## config.mk

```make
export PLATFORM = sky130hd
export DESIGN_NAME = vga_text_arbiter_flat
export DESIGN_NICKNAME = d
export VERILOG_FILES = /design/src/rtl/vga_text_arbiter_if.sv /design/src/rtl/vga_text_arbiter.sv /design/src/flat_wrapper.sv
export SDC_FILE = /design/constraint.sdc
export NUM_CORES = 1
export LEC_CHECK = 0
export ABC_AREA = 0
export ABC_CLOCK_PERIOD_IN_PS = 2510
export CAP_MARGIN = 15
export CORE_MARGIN = 3
export CORE_UTILIZATION = 39
export CTS_CLUSTER_SIZE = 10
export DETAILED_ROUTE_END_ITERATION = 8
export GPL_TIMING_DRIVEN = 0
export PLACE_DENSITY = 0.81
export SLEW_MARGIN = 5
export SYNTH_ARGS = -nofsm -noshare
export SYNTH_HDL_FRONTEND = slang
export SYNTH_SLANG_ARGS = --single-unit
```

## constraint.sdc

```tcl
create_clock -name clk -period 2.51 [get_ports clk]
set_input_delay 0.502 -clock clk [delete_from_list [all_inputs] [get_ports clk]]
set_output_delay 0.502 -clock clk [all_outputs]
set_load 0.03 [all_outputs]
```

## src/rtl/vga_text_arbiter_if.sv

```systemverilog
// CPU-side load/store bus into the text RAM arbiter.
// master = CPU requester, slave = arbiter.
interface vga_text_arbiter_if #(
   parameter int AW = 12
);
   logic          cpu_req;
   logic          cpu_we;
   logic [AW-1:0] cpu_addr;
   logic [7:0]    cpu_wdata;
   logic          cpu_ack;
   logic [7:0]    cpu_rdata;

   modport master (
      output cpu_req,
      output cpu_we,
      output cpu_addr,
      output cpu_wdata,
      input  cpu_ack,
      input  cpu_rdata
   );

   modport slave (
      input  cpu_req,
      input  cpu_we,
      input  cpu_addr,
      input  cpu_wdata,
      output cpu_ack,
      output cpu_rdata
   );
endinterface

```

## src/rtl/vga_text_arbiter.sv

```systemverilog
// Text RAM port arbiter: display > clear sequencer > CPU.
// Optional CPU stall counter enabled by VGA_ARB_STATS_EN.
module vga_text_arbiter #(
   parameter int         COLS     = 70,
   parameter int         ROWS     = 30,
   parameter int         AW       = 12,
   parameter logic [7:0] CLR_CHAR = 8'h20
) (
   input  logic          clk,
   input  logic          reset_n,
   input  logic          disp_req,
   input  logic [AW-1:0] disp_addr,
   output logic          disp_valid,
   output logic [7:0]    disp_data,
   vga_text_arbiter_if.slave cpu_bus,
   input  logic          clr_start,
   output logic          clr_done,
   output logic          busy,
   output logic [15:0]   stall_cnt,
   output logic [AW-1:0] ram_addr,
   output logic          ram_we,
   output logic [7:0]    ram_wdata,
   input  logic [7:0]    ram_rdata
);

   localparam int            CELLS   = COLS * ROWS;
   localparam logic [AW:0]   CELLS_W = (AW+1)'(CELLS);
   localparam logic [AW-1:0] LAST    = AW'(CELLS - 1);

   typedef enum logic [1:0] {
      IDLE,
      CPU_DONE,
      CLEAR
   } state_t;

   state_t        state;
   state_t        state_nxt;
   logic [AW-1:0] clr_cnt;
   logic [AW-1:0] clr_cnt_nxt;
   logic [AW-1:0] addr_q;

   logic gnt_disp;
   logic gnt_clr;
   logic gnt_cpu;
   logic clr_last;
   logic disp_oor;
   logic cpu_oor;

   logic disp_v_q;
   logic disp_oor_q;
   logic ack_q;
   logic rd_ok_q;
   logic done_q;

   assign disp_oor = {1'b0, disp_addr} >= CELLS_W;
   assign cpu_oor  = {1'b0, cpu_bus.cpu_addr} >= CELLS_W;

   // Next state, clear counter and per-cycle grant decision
   always_comb begin
      state_nxt   = state;
      clr_cnt_nxt = clr_cnt;
      gnt_disp    = disp_req;
      gnt_clr     = 1'b0;
      gnt_cpu     = 1'b0;
      clr_last    = 1'b0;
      unique case (state)
         IDLE: begin
            if (clr_start) begin
               state_nxt   = CLEAR;
               clr_cnt_nxt = '0;
            end else if (!disp_req && cpu_bus.cpu_req) begin
               gnt_cpu   = 1'b1;
               state_nxt = CPU_DONE;
            end
         end
         CPU_DONE: begin
            if (clr_start) begin
               state_nxt   = CLEAR;
               clr_cnt_nxt = '0;
            end else begin
               state_nxt = IDLE;
            end
         end
         CLEAR: begin
            if (!disp_req) begin
               gnt_clr = 1'b1;
               if (clr_cnt == LAST) begin
                  state_nxt   = IDLE;
                  clr_cnt_nxt = '0;
                  clr_last    = 1'b1;
               end else begin
                  clr_cnt_nxt = clr_cnt + 1'b1;
               end
            end
         end
         default: state_nxt = IDLE;
      endcase
   end

   // RAM port mux; address holds when nobody owns the port
   always_comb begin
      ram_addr  = addr_q;
      ram_we    = 1'b0;
      ram_wdata = '0;
      unique case (1'b1)
         gnt_disp: ram_addr = disp_addr;
         gnt_clr: begin
            ram_addr  = clr_cnt;
            ram_we    = 1'b1;
            ram_wdata = CLR_CHAR;
         end
         gnt_cpu: begin
            ram_addr  = cpu_bus.cpu_addr;
            ram_we    = cpu_bus.cpu_we && !cpu_oor;
            ram_wdata = cpu_bus.cpu_wdata;
         end
         default: ;
      endcase
      if (!reset_n) ram_we = 1'b0;
   end

   // FSM state, clear counter and held RAM address
   always_ff @(posedge clk or negedge reset_n) begin
      if (!reset_n) begin
         state   <= IDLE;
         clr_cnt <= '0;
         addr_q  <= '0;
      end else begin
         state   <= state_nxt;
         clr_cnt <= clr_cnt_nxt;
         addr_q  <= ram_addr;
      end
   end

   // Registered completion flags aligned to RAM read latency
   always_ff @(posedge clk or negedge reset_n) begin
      if (!reset_n) begin
         disp_v_q   <= 1'b0;
         disp_oor_q <= 1'b0;
         ack_q      <= 1'b0;
         rd_ok_q    <= 1'b0;
         done_q     <= 1'b0;
      end else begin
         disp_v_q   <= gnt_disp;
         disp_oor_q <= disp_oor;
         ack_q      <= gnt_cpu;
         rd_ok_q    <= gnt_cpu && !cpu_bus.cpu_we && !cpu_oor;
         done_q     <= clr_last;
      end
   end

   assign disp_valid = disp_v_q;
   assign disp_data  = (disp_v_q && !disp_oor_q) ? ram_rdata : 8'h00;
   assign cpu_bus.cpu_ack   = ack_q;
   assign cpu_bus.cpu_rdata = (ack_q && rd_ok_q) ? ram_rdata : 8'h00;
   assign clr_done   = done_q;
   assign busy       = (state == CLEAR);

`ifdef VGA_ARB_STATS_EN
   logic [15:0] stall_q;

   // Saturating count of cycles the CPU waits for the port
   always_ff @(posedge clk or negedge reset_n) begin
      if (!reset_n) begin
         stall_q <= '0;
      end else if (cpu_bus.cpu_req && !gnt_cpu &&
                   (state != CPU_DONE) && (stall_q != 16'hFFFF)) begin
         stall_q <= stall_q + 16'd1;
      end
   end

   assign stall_cnt = stall_q;
`else
   assign stall_cnt = '0;
`endif

endmodule
```

## src/flat_wrapper.sv

```systemverilog
// flat-port wrapper written by rule: the top's interface ports become plain ports
module vga_text_arbiter_flat 
#(
   parameter int         COLS     = 70,
   parameter int         ROWS     = 30,
   parameter int         AW       = 12,
   parameter logic [7:0] CLR_CHAR = 8'h20
)
  (clk, reset_n, disp_req, disp_addr, disp_valid, disp_data, clr_start, clr_done, busy, stall_cnt, ram_addr, ram_we, ram_wdata, ram_rdata, cpu_bus_cpu_req, cpu_bus_cpu_we, cpu_bus_cpu_addr, cpu_bus_cpu_wdata, cpu_bus_cpu_ack, cpu_bus_cpu_rdata);
  vga_text_arbiter_if #(.AW(AW)) cpu_bus_i ();
  input  logic clk;
  input  logic reset_n;
  input  logic disp_req;
  input  logic [AW-1:0] disp_addr;
  output logic disp_valid;
  output logic [7:0] disp_data;
  input  logic clr_start;
  output logic clr_done;
  output logic busy;
  output logic [15:0] stall_cnt;
  output logic [AW-1:0] ram_addr;
  output logic ram_we;
  output logic [7:0] ram_wdata;
  input  logic [7:0] ram_rdata;
  input wire logic [$bits(cpu_bus_i.cpu_req)-1:0] cpu_bus_cpu_req;
  input wire logic [$bits(cpu_bus_i.cpu_we)-1:0] cpu_bus_cpu_we;
  input wire logic [$bits(cpu_bus_i.cpu_addr)-1:0] cpu_bus_cpu_addr;
  input wire logic [$bits(cpu_bus_i.cpu_wdata)-1:0] cpu_bus_cpu_wdata;
  output wire logic [$bits(cpu_bus_i.cpu_ack)-1:0] cpu_bus_cpu_ack;
  output wire logic [$bits(cpu_bus_i.cpu_rdata)-1:0] cpu_bus_cpu_rdata;
  assign cpu_bus_i.cpu_req = cpu_bus_cpu_req;
  assign cpu_bus_i.cpu_we = cpu_bus_cpu_we;
  assign cpu_bus_i.cpu_addr = cpu_bus_cpu_addr;
  assign cpu_bus_i.cpu_wdata = cpu_bus_cpu_wdata;
  assign cpu_bus_cpu_ack = cpu_bus_i.cpu_ack;
  assign cpu_bus_cpu_rdata = cpu_bus_i.cpu_rdata;
  vga_text_arbiter #(.COLS(COLS), .ROWS(ROWS), .AW(AW), .CLR_CHAR(CLR_CHAR)) u_core (.clk(clk), .reset_n(reset_n), .disp_req(disp_req), .disp_addr(disp_addr), .disp_valid(disp_valid), .disp_data(disp_data), .cpu_bus(cpu_bus_i), .clr_start(clr_start), .clr_done(clr_done), .busy(busy), .stall_cnt(stall_cnt), .ram_addr(ram_addr), .ram_we(ram_we), .ram_wdata(ram_wdata), .ram_rdata(ram_rdata));
endmodule
```

==> results.sh <==
export IMPL_outcome="finished clean"
export IMPL_core_mm2=0.00447
export IMPL_fillers=363
export IMPL_routed_via_count=2188
export IMPL_setup_violations=0
export IMPL_intPower_uw=996
export IMPL_endpoint_kind="output port"
export IMPL_holdCritPathClass="in -> async"
export IMPL_dieArea_mm2=0.00565
export IMPL_cp_max_fo=10
export IMPL_numClockSinks=31
export IMPL_vias_per_cell=5.62
export IMPL_io_buffer_count=86
export IMPL_drtIter0Drc=334
export IMPL_postLayoutCellArea_mm2=0.00309
export IMPL_clockBufferDepth=2
export IMPL_ios=103
export IMPL_clkTransAtPathRegs_ps=70
export IMPL_initial_core_util=0.417
export IMPL_synth_cell_types=43
export IMPL_drc=0
export IMPL_slew_headroom=0.517
export IMPL_grt_total_usage=0.222
export IMPL_gr_max_usage_layer="met2"
export IMPL_grt_max_degree=34
export IMPL_rrSetupSlack_ps=100
export IMPL_p_sw_uw=532
export IMPL_grt_antenna_before_repair=0
export IMPL_tritoncts="built"
export IMPL_max_freq_ghz=0.399
export IMPL_hold_buffers=0
export IMPL_max_stage_delay_ps=390
export IMPL_worst_slew_pin_slew_ps=724
export IMPL_clock_latency_ps=290
export IMPL_fin_crit_ps=2510
export IMPL_final_layout_size_suffix_gt1_frac=0.261
export IMPL_synthToLayoutAreaGrowth_pct=65.9
export IMPL_cts_max_level=2
export IMPL_synth_seq_area_share=0.416
export IMPL_r2r_start="u_core.state[0]"
export IMPL_place_ws_ps=-1100
export IMPL_swShare=0.348
export IMPL_power_density_mw_per_mm2=494
export IMPL_maxCapViolations=0
export IMPL_whs_ps=266
export IMPL_grt_pass1_wl_um=9560
export IMPL_synth_edff_count=0
export IMPL_rows=24
export IMPL_reg2reg_to="u_core.rd_ok_q"
export IMPL_period_share=0.999
export IMPL_dpl_instance_area_mm2=0.00284
export IMPL_wl_um=6650
export IMPL_use_met2=0.389
export IMPL_cp_slowest_cell="dfrtp_1"
export IMPL_synth_flop_cell="dfrtp_1"
export IMPL_dr_pass1_iters=8
export IMPL_slew_viol_final=0
export IMPL_hold_violations=0
export IMPL_reg2reg_depth=14
export IMPL_syn_inst=210
export IMPL_crit_type="reg -> out"
export IMPL_cp_cell_sequence="buf_4 -> buf_4 -> nor3b_4 -> clkbuf_4 -> a222oi_1 -> a21oi_1 -> buf_2"
export IMPL_ys_seq_elements=31
export IMPL_use_met1=0.268
export IMPL_arrival_ps=2010
export IMPL_finClkSkew_ps=6.69
export IMPL_seq_power_share=0.410
export IMPL_grt_pass1_vias=1950
export IMPL_async_reset_ff_frac=1.00
export IMPL_drtAntennaViolNets=0
export IMPL_ctsRootBufferMaster="clkbuf_8"
export IMPL_crit_path_frequent_cell="buf_4"
export IMPL_p_total_uw=1530
export IMPL_fin_ws_ps=2.09
export IMPL_p_leak_uw=0.00149
export IMPL_worstPathRequired_ps=2010
export IMPL_ir_drop_mv=0.507
export IMPL_die_x_um=75.2
export IMPL_start_kind="register"
export IMPL_synth_avg_cell_area_um2=8.88
export IMPL_routabilityCongestion=0.924
export IMPL_cts_made_buffers=5
export IMPL_netlist_area_mm2=0.00187
export IMPL_power_frac_comb=0.330
export IMPL_overflow=0
export IMPL_met3_usage=0.0587
export IMPL_wire_per_inst_um=17.1
export IMPL_hpwl_um=4610
export IMPL_clockPowerShare=0.260
export IMPL_synth_warnings=0
export IMPL_fp_dieH_um=75.2
export IMPL_fin_nets=384
export IMPL_num_antenna_cells=0
==> stage by stage <==
stage | std cells | setup TNS [ps] | utilization
2_1_floorplan | 225 | 0 | -
3_3_place_gp | 363 | -17270 | 0.636
3_5_place_dp | 363 | -17710 | 0.635
4_1_cts | 385 | 0 | 0.680
5_1_grt | 389 | -230 | 0.692
6_report | 389 | 0 | 0.692
==> worst max path at each step <==
stage	start	to	slack (ps)	cells after the start
after detailed placement	disp_req	ram_addr[1]	-1100	7
after global placement	disp_req	ram_addr[1]	-1050	7
after CTS	cpu_bus_cpu_addr[6]	ram_we	40	6
after global routing	u_core.state[0]	ram_addr[4]	-60	7
final	u_core.state[0]	ram_addr[4]	2	7
after floorplan	disp_req	ram_addr[0]	70	5
==> sequential cells by signal, indices dropped and copies added (netlist names) <==
signal	flops
u_core.addr_q	12
u_core.clr_cnt	12
u_core.state	2
u_core.clr_done	1
u_core.cpu_bus.cpu_ack	1
u_core.disp_oor_q	1
u_core.disp_valid	1
u_core.rd_ok_q	1
==> final cells by class <==
type                       count  area [um2]  share of cell area
timing repair buffer         105         928               0.300
tap                           52        65.1              0.0210
buffer                        28         205              0.0663
clock buffer                   6        82.6              0.0267
inverter                       5        18.8             0.00607
clock inverter                 1        5.00             0.00162
sequential                    31         776               0.251
multi-input combinational    161        1010               0.328
==> repair_timing <==
action	CTS	global route
gates cloned	0	0
setup buffers	15	4
pin swaps	6	7
gates resized for setup	114	25
endpoints found under the setup margin	21	20
==> critical path: cells and delay by family, from the launching register on <==
family	cells	cell delay, ps
AO/OA/AOI/OAI	2	330
buffers and inverters	4	770
flip-flops	1	390
AND/OR/NAND/NOR	1	230
==> cell usage in the layout (no fill, tap or decap), drive strengths merged, types with 2 or more instances in the layout <==
cell type      synthesis  layout
clkdlybuf4s50          0      57
inv                    5       5
nand3                 10      10
buf                   20      53
nor3                   4       4
a21oi                 14      14
and3                  11      11
o211ai                 2       2
dlygate4sd2            0       4
nand2                 16      16
nor2                  19      19
nand4                  2       2
a222oi                12      12
clkdlybuf4s15          0       3
nand2b                 3       3
dfrtp                 31      31
conb                   1      16
a31oi                  8       8
o21ai                  5       5
clkbuf                 8      21
and3b                  2       2
o31ai                  2       2
and2                  16      16
==> cells by family after synthesis <==
logic type | count (synthesis) | synth area share
buffers and inverters | 33 | 0.107
adders and majority gates | 1 | 0.00671
xor gates and xnor gates | 1 | 0.00470
AOI/OAI and AO/OA | 50 | 0.191
other | 1 | 0.00201
DFF | 31 | 0.416
and+or+nand+nor | 93 | 0.272
==> routing by layer <==
layer / vias up / wire (um)
met5: - / 0
met4: 0 / 162
met3: 22 / 765
met2: 162 / 3290
met1: 1012 / 2430
li1: 992 / -
==> synthesized netlist by cell type (2+ instances only) <==
master / count / area [um2]
a21oi_1: 14 / 70.1
a222oi_1: 12 / 120
a31oi_1: 8 / 50.1
and2_1: 15 / 93.8
and3_1: 11 / 68.8
and3b_1: 2 / 17.5
buf_4: 16 / 120
buf_6: 2 / 22.5
clkbuf_1: 8 / 30.0
dfrtp_1: 31 / 776
inv_1: 5 / 18.8
nand2_1: 16 / 60.1
nand2b_1: 3 / 18.8
nand3_1: 10 / 50.1
nand4_1: 2 / 12.5
nor2_1: 19 / 71.3
nor3_1: 4 / 20.0
o211ai_1: 2 / 15.0
o21ai_0: 5 / 25.0
o31ai_1: 2 / 15.0
==> power by group through the flow <==
| stage | clock [uW] | sequential (uW) | combinational, uW |
|---|---|---|---|
| detailed placement | 0 | 631 | 485 |
| global placement | 0 | 628 | 483 |
| floorplan | 0 | 614 | 288 |
| finish | 398 | 626 | 504 |
| global route | 425 | 634 | 539 |
| CTS | 398 | 621 | 475 |
No activity file was read; power rests on OpenSTA's default activity.
